**config.mk**
```make
export PLATFORM = sky130hd
export DESIGN_NAME = change_dispenser
export DESIGN_NICKNAME = d
export VERILOG_FILES = /design/src/rtl/vend_pkg.sv /design/src/rtl/coin_inventory.sv /design/src/rtl/change_dispenser.sv
export SDC_FILE = /design/constraint.sdc
export NUM_CORES = 1
export LEC_CHECK = 0
export CAP_MARGIN = 10
export CORE_ASPECT_RATIO = 2
export CORE_MARGIN = 4
export CORE_UTILIZATION = 50
export DETAILED_ROUTE_END_ITERATION = 10
export GPL_TIMING_DRIVEN = 0
export HOLD_SLACK_MARGIN = 0.12
export PLACE_DENSITY = 0.83
export SYNTH_ARGS = -nofsm -noshare
export SYNTH_HDL_FRONTEND = slang
export SYNTH_SLANG_ARGS = --single-unit
```
**constraint.sdc**
```tcl
create_clock -name CLK -period 3 [get_ports CLK]
set_clock_uncertainty 0.05 [all_clocks]
set_input_delay 0.75 -clock CLK [delete_from_list [all_inputs] [get_ports CLK]]
set_output_delay 0.75 -clock CLK [all_outputs]
set_load 0.005 [all_outputs]
```
**src/rtl/vend_pkg.sv**
```systemverilog
// Shared vending definitions: coin values in nickel units,
// coin one-hot bundle and change dispenser state encoding.
`timescale 1ns/1ps
package vend_pkg;

  localparam logic [2:0] COIN_Q = 3'd5;
  localparam logic [2:0] COIN_D = 3'd2;
  localparam logic [2:0] COIN_N = 3'd1;

  localparam logic [2:0] ST_IDLE   = 3'd0;
  localparam logic [2:0] ST_SELECT = 3'd1;
  localparam logic [2:0] ST_EJECT  = 3'd2;
  localparam logic [2:0] ST_DONE   = 3'd3;
  localparam logic [2:0] ST_FAULT  = 3'd4;

  typedef struct packed {
    logic q;
    logic d;
    logic n;
  } coin_sel_t;

  function automatic logic [2:0] coin_value(
    input coin_sel_t c
  );
    logic [2:0] v;
    v = 3'd0;
    unique case (1'b1)
      c.q:     v = COIN_Q;
      c.d:     v = COIN_D;
      c.n:     v = COIN_N;
      default: v = 3'd0;
    endcase
    return v;
  endfunction

endpackage

```
**src/rtl/coin_inventory.sv**
```systemverilog
// Per-type coin counters: saturating bulk load,
// single-coin decrement on a one-hot select.
`timescale 1ns/1ps
module coin_inventory
  import vend_pkg::*;
#(
  parameter int CNT_W = 6
) (
  input  logic             CLK,
  input  logic             reset,
  input  logic             load,
  input  logic [CNT_W-1:0] load_q,
  input  logic [CNT_W-1:0] load_d,
  input  logic [CNT_W-1:0] load_n,
  input  coin_sel_t        dec,
  output logic [CNT_W-1:0] q_cnt,
  output logic [CNT_W-1:0] d_cnt,
  output logic [CNT_W-1:0] n_cnt,
  output logic             q_nz,
  output logic             d_nz,
  output logic             n_nz
);

  localparam logic [CNT_W-1:0] ONE = CNT_W'(1);

  function automatic logic [CNT_W-1:0] sat_add(
    input logic [CNT_W-1:0] a,
    input logic [CNT_W-1:0] b
  );
    logic [CNT_W:0] s;
    s = {1'b0, a} + {1'b0, b};
    return s[CNT_W] ? {CNT_W{1'b1}} : s[CNT_W-1:0];
  endfunction

  always_ff @(posedge CLK) begin
    if (reset) begin
      q_cnt <= '0;
      d_cnt <= '0;
      n_cnt <= '0;
    end else if (load) begin
      q_cnt <= sat_add(q_cnt, load_q);
      d_cnt <= sat_add(d_cnt, load_d);
      n_cnt <= sat_add(n_cnt, load_n);
    end else begin
      // Caller only decrements a non-empty type.
      if (dec.q) q_cnt <= q_cnt - ONE;
      if (dec.d) d_cnt <= d_cnt - ONE;
      if (dec.n) n_cnt <= n_cnt - ONE;
    end
  end

  assign q_nz = |q_cnt;
  assign d_nz = |d_cnt;
  assign n_nz = |n_cnt;

endmodule

```
**src/rtl/change_dispenser.sv**
```systemverilog
// Greedy change payout: picks Q/D/N from inventory,
// handshakes each coin with the ejector, reports done/short.
`timescale 1ns/1ps
module change_dispenser
  import vend_pkg::*;
#(
  parameter int AMT_W = 4,
  parameter int CNT_W = 6
) (
  input  logic             CLK,
  input  logic             reset,
  input  logic             start,
  input  logic [AMT_W-1:0] change_amt,
  input  logic             load,
  input  logic [CNT_W-1:0] load_q,
  input  logic [CNT_W-1:0] load_d,
  input  logic [CNT_W-1:0] load_n,
  output logic             eject_Q,
  output logic             eject_D,
  output logic             eject_N,
  input  logic             eject_ack,
  output logic             busy,
  output logic             done,
  output logic             short,
  output logic [AMT_W-1:0] remaining,
  output logic [CNT_W-1:0] q_cnt,
  output logic [CNT_W-1:0] d_cnt,
  output logic [CNT_W-1:0] n_cnt
);

  localparam logic [AMT_W-1:0] V_Q = AMT_W'(COIN_Q);
  localparam logic [AMT_W-1:0] V_D = AMT_W'(COIN_D);
  localparam logic [AMT_W-1:0] V_N = AMT_W'(COIN_N);

  logic [2:0]       state;
  logic [2:0]       nxt;
  coin_sel_t        ej;
  coin_sel_t        pick;
  coin_sel_t        dec;
  logic             q_nz;
  logic             d_nz;
  logic             n_nz;
  logic             inv_load;
  logic             paid;
  logic [AMT_W-1:0] rem_nxt;

  assign inv_load = load && (state == ST_IDLE);
  assign paid     = (state == ST_EJECT) && eject_ack;
  assign dec      = paid ? ej : '0;
  assign rem_nxt  = remaining - AMT_W'(coin_value(ej));

  coin_inventory #(
    .CNT_W (CNT_W)
  ) u_inv (
    .CLK    (CLK),
    .reset  (reset),
    .load   (inv_load),
    .load_q (load_q),
    .load_d (load_d),
    .load_n (load_n),
    .dec    (dec),
    .q_cnt  (q_cnt),
    .d_cnt  (d_cnt),
    .n_cnt  (n_cnt),
    .q_nz   (q_nz),
    .d_nz   (d_nz),
    .n_nz   (n_nz)
  );

  always_comb begin
    pick = '0;
    priority case (1'b1)
      (remaining >= V_Q) && q_nz: pick.q = 1'b1;
      (remaining >= V_D) && d_nz: pick.d = 1'b1;
      (remaining >= V_N) && n_nz: pick.n = 1'b1;
      default:                    pick   = '0;
    endcase
  end

  always_comb begin
    nxt = ST_IDLE;
    unique case (state)
      ST_IDLE: begin
        if (!start)
          nxt = ST_IDLE;
        else if (change_amt == '0)
          nxt = ST_DONE;
        else
          nxt = ST_SELECT;
      end
      ST_SELECT:
        nxt = (|pick) ? ST_EJECT : ST_FAULT;
      ST_EJECT: begin
        if (!eject_ack)
          nxt = ST_EJECT;
        else if (rem_nxt == '0)
          nxt = ST_DONE;
        else
          nxt = ST_SELECT;
      end
      ST_DONE:  nxt = ST_IDLE;
      ST_FAULT: nxt = ST_IDLE;
      default:  nxt = ST_IDLE;
    endcase
  end

  // Status pulses trail the DONE/FAULT state by one cycle,
  // and busy covers that trailing cycle too.
  always_ff @(posedge CLK) begin
    if (reset) begin
      state     <= ST_IDLE;
      ej        <= '0;
      busy      <= 1'b0;
      done      <= 1'b0;
      short     <= 1'b0;
      remaining <= '0;
    end else begin
      state <= nxt;
      busy  <= (nxt != ST_IDLE) || (state != ST_IDLE);
      done  <= (state == ST_DONE);
      short <= (state == ST_FAULT);
      unique case (state)
        ST_IDLE:
          if (start) remaining <= change_amt;
        ST_SELECT:
          ej <= pick;
        ST_EJECT:
          if (eject_ack) begin
            ej        <= '0;
            remaining <= rem_nxt;
          end
        default: ;
      endcase
    end
  end

  assign eject_Q = ej.q;
  assign eject_D = ej.d;
  assign eject_N = ej.n;

endmodule

```
; ---- Word level (Yosys, flattened, before mapping)
; Cells that the tools add are included.
[op_classes]
add_sub_neg = 7
mul = 0
div_mod_pow = 0
order_cmp = 3
eq_ne = 6
shift = 0
n_mux = 28
n_bitwise = 0
reduce_logical = 22
[ops]
columns = op, count
row1 = 6-bit two-way mux, 9
row2 = 6-bit by 6-bit adder with 7-bit output, 3
row3 = 3-bit one-hot mux with 3 select lines, 2
row4 = 6-bit OR reduction, 3
row5 = "6-bit by 1-bit subtractor with 6-bit output, second input constant", 3
row6 = 2-bit nonzero test, 5
row7 = 3-bit two-way mux, 3
row8 = 4-bit zero test, 2
row9 = 2-bit two-way mux, 4
row10 = 4-bit two-way mux, 2
row11 = 4-bit one-hot mux with 2 select lines, 1
row12 = "3-bit by 2-bit equality test with 1-bit output, second input constant", 2
row13 = 1-bit two-way mux, 6
row14 = 3-bit one-hot mux with 2 select lines, 1
row15 = 3-bit nonzero test, 2
row16 = 1-bit logical AND, 5
row17 = "4-bit by 1-bit greater-or-equal comparator with 1-bit output, second input constant", 1
row18 = "4-bit by 2-bit greater-or-equal comparator with 1-bit output, second input constant", 1
row19 = "4-bit by 3-bit greater-or-equal comparator with 1-bit output, second input constant", 1
row20 = "2-bit inequality test, second input constant", 2
row21 = 4-bit by 3-bit subtractor with 4-bit output, 1
row22 = "3-bit by 1-bit equality test with 1-bit output, second input constant", 1
row23 = "3-bit equality test, second input constant", 1
row24 = 3-bit zero test, 1
row25 = 4 further kinds, 4
[totals]
regBits = 31
latchBits = 0
ramBits = 0
mem_bits_ro = 0
wordCells = 77
n_memories = 0

; ---- Depth between registers and ports, before layout
; Gate-level depths: netlist (run 1).
[logic_depth]
ltp_word = 10
depth_mapped = 8
ltp_nobuf = 8

; ---- Hierarchy
; A second synthesis (run 1) with hierarchy kept.
[hier_totals]
hier_cells = 291
hier_area_um2 = 2582.5
[by_module_without_submodules]
columns = module, n_inst, cells_each, area_each_um2, seq_area_each_um2
row1 = coin_inventory, 1, 203, 1798.0, 360.3
row2 = change_dispenser, 1, 88, 784.5, 260.2

; ---- Worst setup path after synthesis (run 1)
; Ideal clock, no wire load.
[synth_path]
kind = input to register
start = input port load_n[0]
end = register u_inv.n_cnt[0]
arrival_time_ps = 2327
required_time_ps = 2858
path_slack_ps = 532
stages = 8
cell_sequence = ha_1 -> inv_1 -> fa_1 -> nand2b_1 -> a211oi_1 -> o21ai_0 -> and3b_1 -> nor4_1
[synth_between]
elab_chain_len = 3
[synth_rtl]
columns = element, line_no
row1 = start: declaration, change_dispenser.sv:17  ; input logic [CNT_W-1:0] load_n,
row2 = 6-bit by 6-bit adder with 7-bit output, coin_inventory.sv:31  ; s = {1'b0, a} + {1'b0, b};
row3 = 6-bit two-way mux, coin_inventory.sv:32  ; return s[CNT_W] ? {CNT_W{1'b1}} : s[CNT_W-1:0];
row4 = 6-bit two-way mux, coin_inventory.sv:40  ; end else if (load) begin
row5 = end signal: assignment, coin_inventory.sv:43  ; n_cnt <= sat_add(n_cnt, load_n);
row6 = end signal: assignment, coin_inventory.sv:48  ; if (dec.n) n_cnt <= n_cnt - ONE;
row7 = end: declaration, coin_inventory.sv:18  ; output logic [CNT_W-1:0] n_cnt,
; No other way between the ends.
; A chain may end at the register's enable or synchronous reset.

; ---- Worst setup path in the final report (run 1)
; Ends and elaborated chain as after synthesis.

==> flow_metrics.env, run 1 <==
export IMPL_cts_made_buffers=5
export IMPL_avgSynthCellArea_um2=8.10
export IMPL_synth_area_top_cells="dfxtp_1, ha_1, nor2_1"
export IMPL_num_vias=2584
export IMPL_worst_slack_ps=206
export IMPL_row_count=36
export IMPL_grt_max_degree=11
export IMPL_chipHeight_um=109
export IMPL_p_int_mw=1.35
export IMPL_synth_seq_cells=31
export IMPL_fmax_mhz=358
export IMPL_pwr_share_seq_pct=27.8
export IMPL_h_tree_depth=2
export IMPL_crit_required_ps=3140
export IMPL_hold_path_class="reg -> reg"
export IMPL_p_sw_mw=0.997
export IMPL_area_growth_synth_to_final_pct=26.6
export IMPL_antenna_left=0
export IMPL_synthTopCellsByCount="nor2_1, dfxtp_1, inv_1"
export IMPL_rsz0062_at_grt="false"
export IMPL_die_w_um=58.4
export IMPL_final_layout_size_suffix_gt1_share_pct=6.15
export IMPL_dp_cells=423
export IMPL_synth_distinct_cells=58
export IMPL_fillCellCount=415
export IMPL_wl_met1_um=2490
export IMPL_power_leakage_nw=1.34
export IMPL_yosysMostFrequentCell="nor2_1"
export IMPL_slew_headroom_pct=56.4
export IMPL_routed_top_layer="met4"
export IMPL_whs_ps=477
export IMPL_reg2reg_slack_ps=660
export IMPL_wire_per_inst_um=15.6
export IMPL_synth_edf_count=0
export IMPL_pin_count=55
export IMPL_setup_viol=0
export IMPL_wl_met2_um=3750
export IMPL_grt_pass1_vias=2500
export IMPL_powerDensity_nw_per_um2=730
export IMPL_crit_arrival_ps=2930
export IMPL_clkPwrFrac_pct=13.5
export IMPL_diodes=0
export IMPL_fin_nets=428
export IMPL_r2r_cells=8
export IMPL_first_pass_iters=4
export IMPL_critPathCapture="u_inv.n_cnt[0]"
export IMPL_port_buffers=52
export IMPL_finalCritPeriodShare_pct=93.1
export IMPL_path_clk_slew_ps=60
export IMPL_pre_cts_ws_ps=-224
export IMPL_r2r_end="u_inv.n_cnt[0]"
export IMPL_path_class="in -> reg"
export IMPL_yosys_most_used_dff="dfxtp_1"
export IMPL_core_area_um2=4910
export IMPL_crit_path_end_kind="flop"
export IMPL_status="finished, final reports clean"
export IMPL_dr_wl_met3_um=284
export IMPL_fin_setup_tns_ps=0
export IMPL_grt_antenna_before_repair=0
export IMPL_synth_top_cell_by_area="dfxtp_1"
export IMPL_syn_area_um2=2540
export IMPL_via_per_inst=6.00
export IMPL_ir_worst_vdd_v=0.000541
export IMPL_p_comb_share_pct=58.7
export IMPL_fin_cells=431
export IMPL_clkLatencyLatePin_ps=280
export IMPL_p_sw_share_pct=42.4
export IMPL_grt_pass1_wl_um=10900
export IMPL_synth_top_area_share_pct=24.4
export IMPL_drtIter0Drc=93
export IMPL_crit_path_start="load_n[0]"
export IMPL_async_flop_share_pct=0
export IMPL_drc=0
export IMPL_yosysWarnings=0
export IMPL_finalMaxSlewViolations=0
export IMPL_die_area_um2=6360
export IMPL_reg2reg_from="u_inv.n_cnt[0]"
export IMPL_hold_violations=0
export IMPL_clockBufferDepth=2
export IMPL_min_period_ps=2790
export IMPL_cts_sink_count=31
export IMPL_tightest_slew_ps=652
export IMPL_place_gp_congestion=0.974
export IMPL_cts_tree="built"
export IMPL_worstPathMaxFanout=5
export IMPL_ys_seq_area_share_pct=24.4
export IMPL_cp_start_kind="primary input"
export IMPL_wirelength_um=6740
export IMPL_root_buffer="clkbuf_8"
export IMPL_syn_nets=369
export IMPL_syn_inst=314
export IMPL_grt_use_total_pct=22.0
export IMPL_gr_total_overflow=0
export IMPL_hpwl_um=5350
export IMPL_cts_hold_buf=0
export IMPL_cap_viol_max_count=0
export IMPL_initial_utilization_pct=51.8
## flip-flops by register name, indices dropped and copies added, names as in the netlist, 3 cells and up
name         flops
remaining        4
u_inv.q_cnt      6
state            3
u_inv.d_cnt      6
u_inv.n_cnt      6
## how the worst min path moves through the flow
stage | start | to | slack (ps) | cells past startpoint
after floorplan | remaining[2] | remaining[2] | 440 | 2
after global placement | remaining[2] | remaining[2] | 460 | 2
after detailed placement | u_inv.d_cnt[1] | u_inv.d_cnt[1] | 470 | 2
after CTS | u_inv.d_cnt[1] | u_inv.d_cnt[1] | 480 | 2
after global routing | remaining[2] | remaining[2] | 520 | 2
final | u_inv.d_cnt[1] | u_inv.d_cnt[1] | 480 | 2
## placed cells by master, fill, tap and decap left out, drive strengths merged, types with 7 or more instances in the layout
cell type,synthesis,final
a211oi,7,7
a21o,9,9
a21oi,20,20
a31oi,12,12
clkbuf,5,12
clkdlybuf4s50,0,52
dfxtp,31,31
ha,24,24
inv,26,26
nand2,15,15
nand2b,8,8
nor2,39,39
nor3,9,9
o21ai,9,9
xnor2,8,8
xor2,8,8
## critical path, stage by stage
cell	delay, ps
clkdlybuf4s50_1	460
ha_1	170
inv_1	60
fa_1	390
nand2b_1	200
a211oi_2	250
o21ai_1	170
and3b_1	220
nor4_1	270
## power groups by stage
stage	Clock (mW)	Sequential, mW	Combinational, mW
4_1_cts	0.318	0.653	1.37
5_1_grt	0.337	0.677	1.53
3_3_place_gp	0	0.659	1.33
2_1_floorplan	0	0.636	0.935
6_report	0.316	0.655	1.38
3_5_place_dp	0	0.661	1.36
## kinds of logic after synthesis
family          share of synthesized area (%)
simple gates                             22.1
compound gates                           26.1
buf+inv                                  6.19
flops                                    24.4
fa+ha+maj                                14.9
xor+xnor                                 5.51
mux                                     0.787
## per-layer routing
metal  track usage [%]  up-vias
li1                  -     1269
met2              40.3       72
met4              13.1        0
met1              22.9     1222
met5                 0        -
met3              2.49       21
## cell type report
cell class,count,area [µm²],share of cell area [%]
buffer,11,60.1,1.86
clock buffer,7,76.3,2.37
clock inverter,1,5.00,0.155
inverter,26,97.6,3.03
multi-input combinational,246,1770,55.0
sequential,31,621,19.3
tap,57,71.3,2.21
timing repair buffer,52,520,16.1
## through the flow
step                instance area [µm²]  util, %  total power, mW
floorplan                          2540        -             1.57
global placement                   3140     63.9             1.99
detailed placement                 3140     63.9             2.02
CTS                                3220     65.5             2.34
global route                       3220     65.6             2.54
finish                             3220     65.6             2.35
## repair_timing
item / in CTS / in global routing
resized for setup: 0 / 2
setup endpoints to repair: 0 / 1
setup buffers: 0 / 0
Note: power is estimated with default switching activity, not from simulation.
==> run 2: changes to the inputs <==
ABC_CLOCK_PERIOD_IN_PS = 3000   (was default)
CTS_CLUSTER_SIZE = 12   (was default)
SLEW_MARGIN = 20   (was default)
==> results of run 2 <==
Same layout as run 1: the final DEF is identical, and so are final timing and power.
